--- src/rtl/instr_fetch_queue.sv ---
// Fetch stage: owns the fetch PC, drives the instruction memory address and
// buffers returned {pc, instr} pairs in a small FIFO feeding decode.
module instr_fetch_queue #(
    parameter int          DEPTH    = 4,
    parameter logic [31:0] RESET_PC = 32'h0000_0000
) (
    input  logic                       clk_i,
    input  logic                       rst_i,
    output logic [31:0]                imem_addr_o,
    input  logic [31:0]                imem_instr_i,
    input  logic                       redirect_i,
    input  logic [31:0]                redirect_pc_i,
    output logic                       instr_valid_o,
    output logic [31:0]                instr_o,
    output logic [31:0]                pc_o,
    output logic [31:0]                pc_plus4_o,
    input  logic                       instr_ready_i,
    output logic [$clog2(DEPTH):0]     count_o
);

    localparam int PW = $clog2(DEPTH);
    localparam int CW = PW + 1;
    localparam logic [CW-1:0] DEPTH_C = CW'(DEPTH);

    logic [31:0]   fetch_pc_r;
    logic [PW-1:0] rd_ptr_r;
    logic [PW-1:0] wr_ptr_r;
    logic [CW-1:0] count_r;
    logic [31:0]   pc_mem_r    [DEPTH];
    logic [31:0]   instr_mem_r [DEPTH];

    logic [31:0]   fetch_pc_nxt_s;
    logic [PW-1:0] rd_ptr_nxt_s;
    logic [PW-1:0] wr_ptr_nxt_s;
    logic [CW-1:0] count_nxt_s;
    logic          head_valid_s;
    logic          pop_s;
    logic          push_s;

    assign head_valid_s = (count_r != CW'(0));
    assign pop_s        = head_valid_s & instr_ready_i;
    // A full queue can still accept a fetch when decode frees the head slot.
    assign push_s       = ~redirect_i & ((count_r < DEPTH_C) | pop_s);

    // Next-state for fetch PC, pointers and occupancy.
    always_comb begin
        fetch_pc_nxt_s = fetch_pc_r;
        rd_ptr_nxt_s   = rd_ptr_r;
        wr_ptr_nxt_s   = wr_ptr_r;
        count_nxt_s    = count_r;
        if (redirect_i) begin
            fetch_pc_nxt_s = {redirect_pc_i[31:2], 2'b00};
            rd_ptr_nxt_s   = PW'(0);
            wr_ptr_nxt_s   = PW'(0);
            count_nxt_s    = CW'(0);
        end else begin
            if (push_s) begin
                fetch_pc_nxt_s = fetch_pc_r + 32'd4;
                wr_ptr_nxt_s   = wr_ptr_r + PW'(1);
            end else begin
                fetch_pc_nxt_s = fetch_pc_r;
                wr_ptr_nxt_s   = wr_ptr_r;
            end
            if (pop_s) begin
                rd_ptr_nxt_s = rd_ptr_r + PW'(1);
            end else begin
                rd_ptr_nxt_s = rd_ptr_r;
            end
            case ({push_s, pop_s})
                2'b10:   count_nxt_s = count_r + CW'(1);
                2'b01:   count_nxt_s = count_r - CW'(1);
                default: count_nxt_s = count_r;
            endcase
        end
    end

    // Control state register with synchronous reset.
    always_ff @(posedge clk_i) begin
        if (rst_i) begin
            fetch_pc_r <= RESET_PC;
            rd_ptr_r   <= PW'(0);
            wr_ptr_r   <= PW'(0);
            count_r    <= CW'(0);
        end else begin
            fetch_pc_r <= fetch_pc_nxt_s;
            rd_ptr_r   <= rd_ptr_nxt_s;
            wr_ptr_r   <= wr_ptr_nxt_s;
            count_r    <= count_nxt_s;
        end
    end

    // Entry storage; contents are only observable through count, so no reset.
    always_ff @(posedge clk_i) begin
        if (!rst_i && push_s) begin
            pc_mem_r[wr_ptr_r]    <= fetch_pc_r;
            instr_mem_r[wr_ptr_r] <= imem_instr_i;
        end
    end

    // Head outputs come from registered state only, zeroed when empty.
    always_comb begin
        instr_valid_o = head_valid_s;
        count_o       = count_r;
        imem_addr_o   = fetch_pc_r;
        if (head_valid_s) begin
            instr_o    = instr_mem_r[rd_ptr_r];
            pc_o       = pc_mem_r[rd_ptr_r];
            pc_plus4_o = pc_mem_r[rd_ptr_r] + 32'd4;
        end else begin
            instr_o    = 32'd0;
            pc_o       = 32'd0;
            pc_plus4_o = 32'd0;
        end
    end

endmodule

--- config.mk ---
export PLATFORM = sky130hd
export DESIGN_NAME = instr_fetch_queue
export DESIGN_NICKNAME = d
export VERILOG_FILES = /design/src/rtl/instr_fetch_queue.sv
export SDC_FILE = /design/constraint.sdc
export NUM_CORES = 1
export LEC_CHECK = 0
export ABC_AREA = 1
export BUFFER_PORTS_ARGS = -buffer_cell sky130_fd_sc_hd__buf_4
export CORE_ASPECT_RATIO = 0.6
export CORE_MARGIN = 2
export CORE_UTILIZATION = 30
export CTS_CLUSTER_SIZE = 24
export DETAILED_ROUTE_END_ITERATION = 6
export PLACE_DENSITY_LB_ADDON = 0.1
export SLEW_MARGIN = 10
export SYNTH_ARGS = -nofsm -noshare
export SYNTH_HDL_FRONTEND = slang
export SYNTH_SLANG_ARGS = --single-unit
--- constraint.sdc ---
create_clock -name clk_i -period 5.14 [get_ports clk_i]
set_input_delay 0.257 -clock clk_i [delete_from_list [all_inputs] [get_ports clk_i]]
set_output_delay 0.257 -clock clk_i [all_outputs]
set_load 0.005 [all_outputs]
==> impl_metrics.toml <==
[layout]
drive_gt1_share_pct = 15.9
antennaDiodeCount = 0
fillCellCount = 4739
multi_input_area_um2 = 4930
layout.cells.most_common_list = "nand2_1, nor2_1, edfxtp_1, buf_4, o21ai_0"
seq_area_um2 = 8240
mostFrequentLayoutCell = "nand2_1"
final_area_um2 = 17300
nNetsFinal = 1859
final_util_pct = 37.7
final_cells = 2438
area_growth_pct = 24.6

[yosys]
synthTopCellsByArea = "edfxtp_1, nand2_1, nor2_1, dfxtp_1, o21ai_0"
avgSynthCellArea_um2 = 8.88
synth_compound_area_share_pct = 8.25
ys_types = 42
yosysTopAreaCell = "edfxtp_1"
syn_area_um2 = 13900
muxShareOfSynthArea_pct = 0
synth_top_area_share_pct = 53.5
synthAdderAreaFrac_pct = 0.773
synth_top_family_by_area = "simple AND/OR/NAND/NOR gates"
ys_seq_area_share_pct = 59.1
synth-seq-cells = 287
ys.flop_type = "edfxtp_1"
yosys.area_share.simple_pct = 25.9
synthArstFlopShare_pct = 0
synthXorXnorAreaFrac_pct = 0.0629
synth_edf_count = 248
yosysWarnings = 0
netlist_instances = 1567

[grt]
grt_usage_pct = 18.5
grt_pass1_vias = 10700
grt_pass1_wl_mm = 66.6
antenna_found_initial = 3
gr-total-overflow = 0
grt_max_degree = 134

[route]
routed_via_density = 4.69
drc = 0
wirelength_mm = 45.0
vias = 11400
firstDrtPassIters = 5
drtIter0Drc = 937
postRouteAntennaNets = 0
post_drt_wl_per_cell_um = 18.5

[die]
die_h_um = 171
dieArea_um2 = 48200
coreArea_um2 = 46000
boundaryPins = 200
start_util_pct = 30.2
die_w_um = 282
rows = 61

[power_and_ir_drop]
leakage_nw = 6.82
intPower_w = 0.00409
ir_drop_v = 0.000234
sequentialPowerShare_pct = 48.9
p_sw_w = 0.00138
pwr-share-comb_pct = 11.0
power.density_nw_per_um2 = 315
p_sw_share_pct = 25.2
power_frac_clock_pct = 40.2

[run]
maxCapViolCount = 0

[critical_path]
crit_required_ns = 4.88
cp.arrival_ns = 4.05
crit_path_start_kind = "flip-flop"
path_delay_family = "simple AND/OR/NAND/NOR gates"
endpoint_kind = "output pin"
critical_path_cell_count = 14
regToRegStartpoint = "count_o[2]"
r2r_cells = 6
r2r_slack_ns = 2.32
cp_cell_sequence = "inv_6, nand2_1, o211ai_1, nand2_1, ha_1, nand3_2, nor2_4, nand2_2, nor2_4, nand3_1, nand2_1, inv_1, nor2_1, buf_4"
cp_num_buf_inv = 3
cpMostUsedCell = "nand2_1"
path_class = "flip-flop to output pin"
slowest_delay_ns = 1.00
slowest_stage = "dfxtp_4"
rr_endpoint = "instr_mem_r[2][4]"
cp_max_fo = 133

[placed_design]
numPortBuffers = 191
dp_hpwl_mm = 29.8
place_inst = 2332
dpl-instance-area_um2 = 15900
gp_congestion = 0.893

[status]
run_status = "finished clean"

[cts]
clock_latency_ns = 0.58
cts_max_level = 1
clkTransAtPathRegs_ns = 0.06
cts_root_buffer = "clkbuf_16"
clockBufferDepth = 3
cts_buffers = 31
cts_tree = "yes"
cts_setup_buffers = 0
cts.repair.resized = 0
cts_sinks = 287

[timing]
timing.final.crit_share_pct = 83.7
period_needed_ns = 4.30
tightest_slew_ns = 1.05
finalHoldViolCount = 0
max_freq_mhz = 232
maxSlewHeadroom_pct = 29.8
setup_viol = 0
setup_tns_ns = 0
rsz0062_at_grt = "false"
skew_ns = 0.0114
drv_slew = 0

[worst_hold_path]
worstHoldPathCells = 5
hp-start = "redirect_pc_i[8]"
worst_hold_path_type = "input port to flip-flop"
hold_path_end = "imem_addr_o[8]"
-- worst max path at each step --
stage               startpoint                end
global route         flip-flop     pc_plus4_o[28]
global placement     flip-flop     pc_plus4_o[16]
finish               flip-flop     pc_plus4_o[28]
detailed placement   flip-flop     pc_plus4_o[16]
floorplan           redirect_i  instr_mem_r[0][0]
CTS                  flip-flop     pc_plus4_o[28]
-- state kept, by name, indices dropped and copies added (netlist names), named ones only --
name	flops
wr_ptr_r	2
instr_mem_r	128
imem_addr_o	30
count_o	3
rd_ptr_r	2
pc_mem_r	120
-- kinds of logic after synthesis --
group | count (synthesis)
flip-flops | 287
AO/OA/AOI/OAI | 214
adder cells (fa/ha/maj) | 8
other | 1
AND/OR/NAND/NOR | 880
XOR/XNOR | 1
buffers and inverters | 176
-- layout make-up --
cell class / instances / share of cell area, %
clock buffer: 37 / 4.60
tap: 630 / 4.55
clock inverter: 21 / 1.01
sequential: 287 / 47.5
timing repair buffer: 256 / 11.8
inverter: 98 / 2.15
multi-input combinational: 1109 / 28.4
-- stage by stage --
step / hold WS (ns) / power (W) / worst slack [ns]
after global placement: 0.443 / 0.00329 / 1.42
after detailed placement: 0.448 / 0.00329 / 1.36
after global routing: 0.0511 / 0.00569 / 0.457
final: 0.0425 / 0.00546 / 0.836
after CTS: 0.00616 / 0.00553 / 0.724
after floorplan: 0.356 / 0.00297 / 1.03
-- worst register-to-register path, delay by kind of cell, from the launching register on --
family,cells,cell delay (ns)
buffers and inverters,3,1.20
DFF,1,0.35
and+or+nand+nor,3,0.86
-- repair_timing --
action                                 CTS  global route
setup endpoints to repair                0             0
hold buffers                            48             0
endpoints found under the hold margin  144             0
-- Yosys cell counts, drive strengths merged (8+ instances only) --
library cell	count
a21oi	80
buf	50
clkbuf	28
dfxtp	39
edfxtp	248
inv	98
nand2	453
nand3	100
nand4	8
nor2	292
nor3	21
o211ai	8
o21ai	103
-- metal layers --
layer / global-route usage [%] / vias to the layer above / share of wire (%)
met5: 0 / - / 0
met4: 3.24 / 0 / 1.3
met3: 4.26 / 46 / 7.4
met2: 25.1 / 324 / 39
met1: 29.4 / 5404 / 52
li1: - / 5659 / -
-- power groups by stage --
stage,Clock (W),Sequential [W],Combinational (W)
after floorplan,0,0.00268,0.000291
after global placement,0,0.00272,0.000571
after detailed placement,0,0.00272,0.000575
after CTS,0.00225,0.00267,0.000606
after global routing,0.00235,0.00268,0.000667
final,0.00219,0.00267,0.000600
Note: power is estimated with default switching activity, not from simulation.
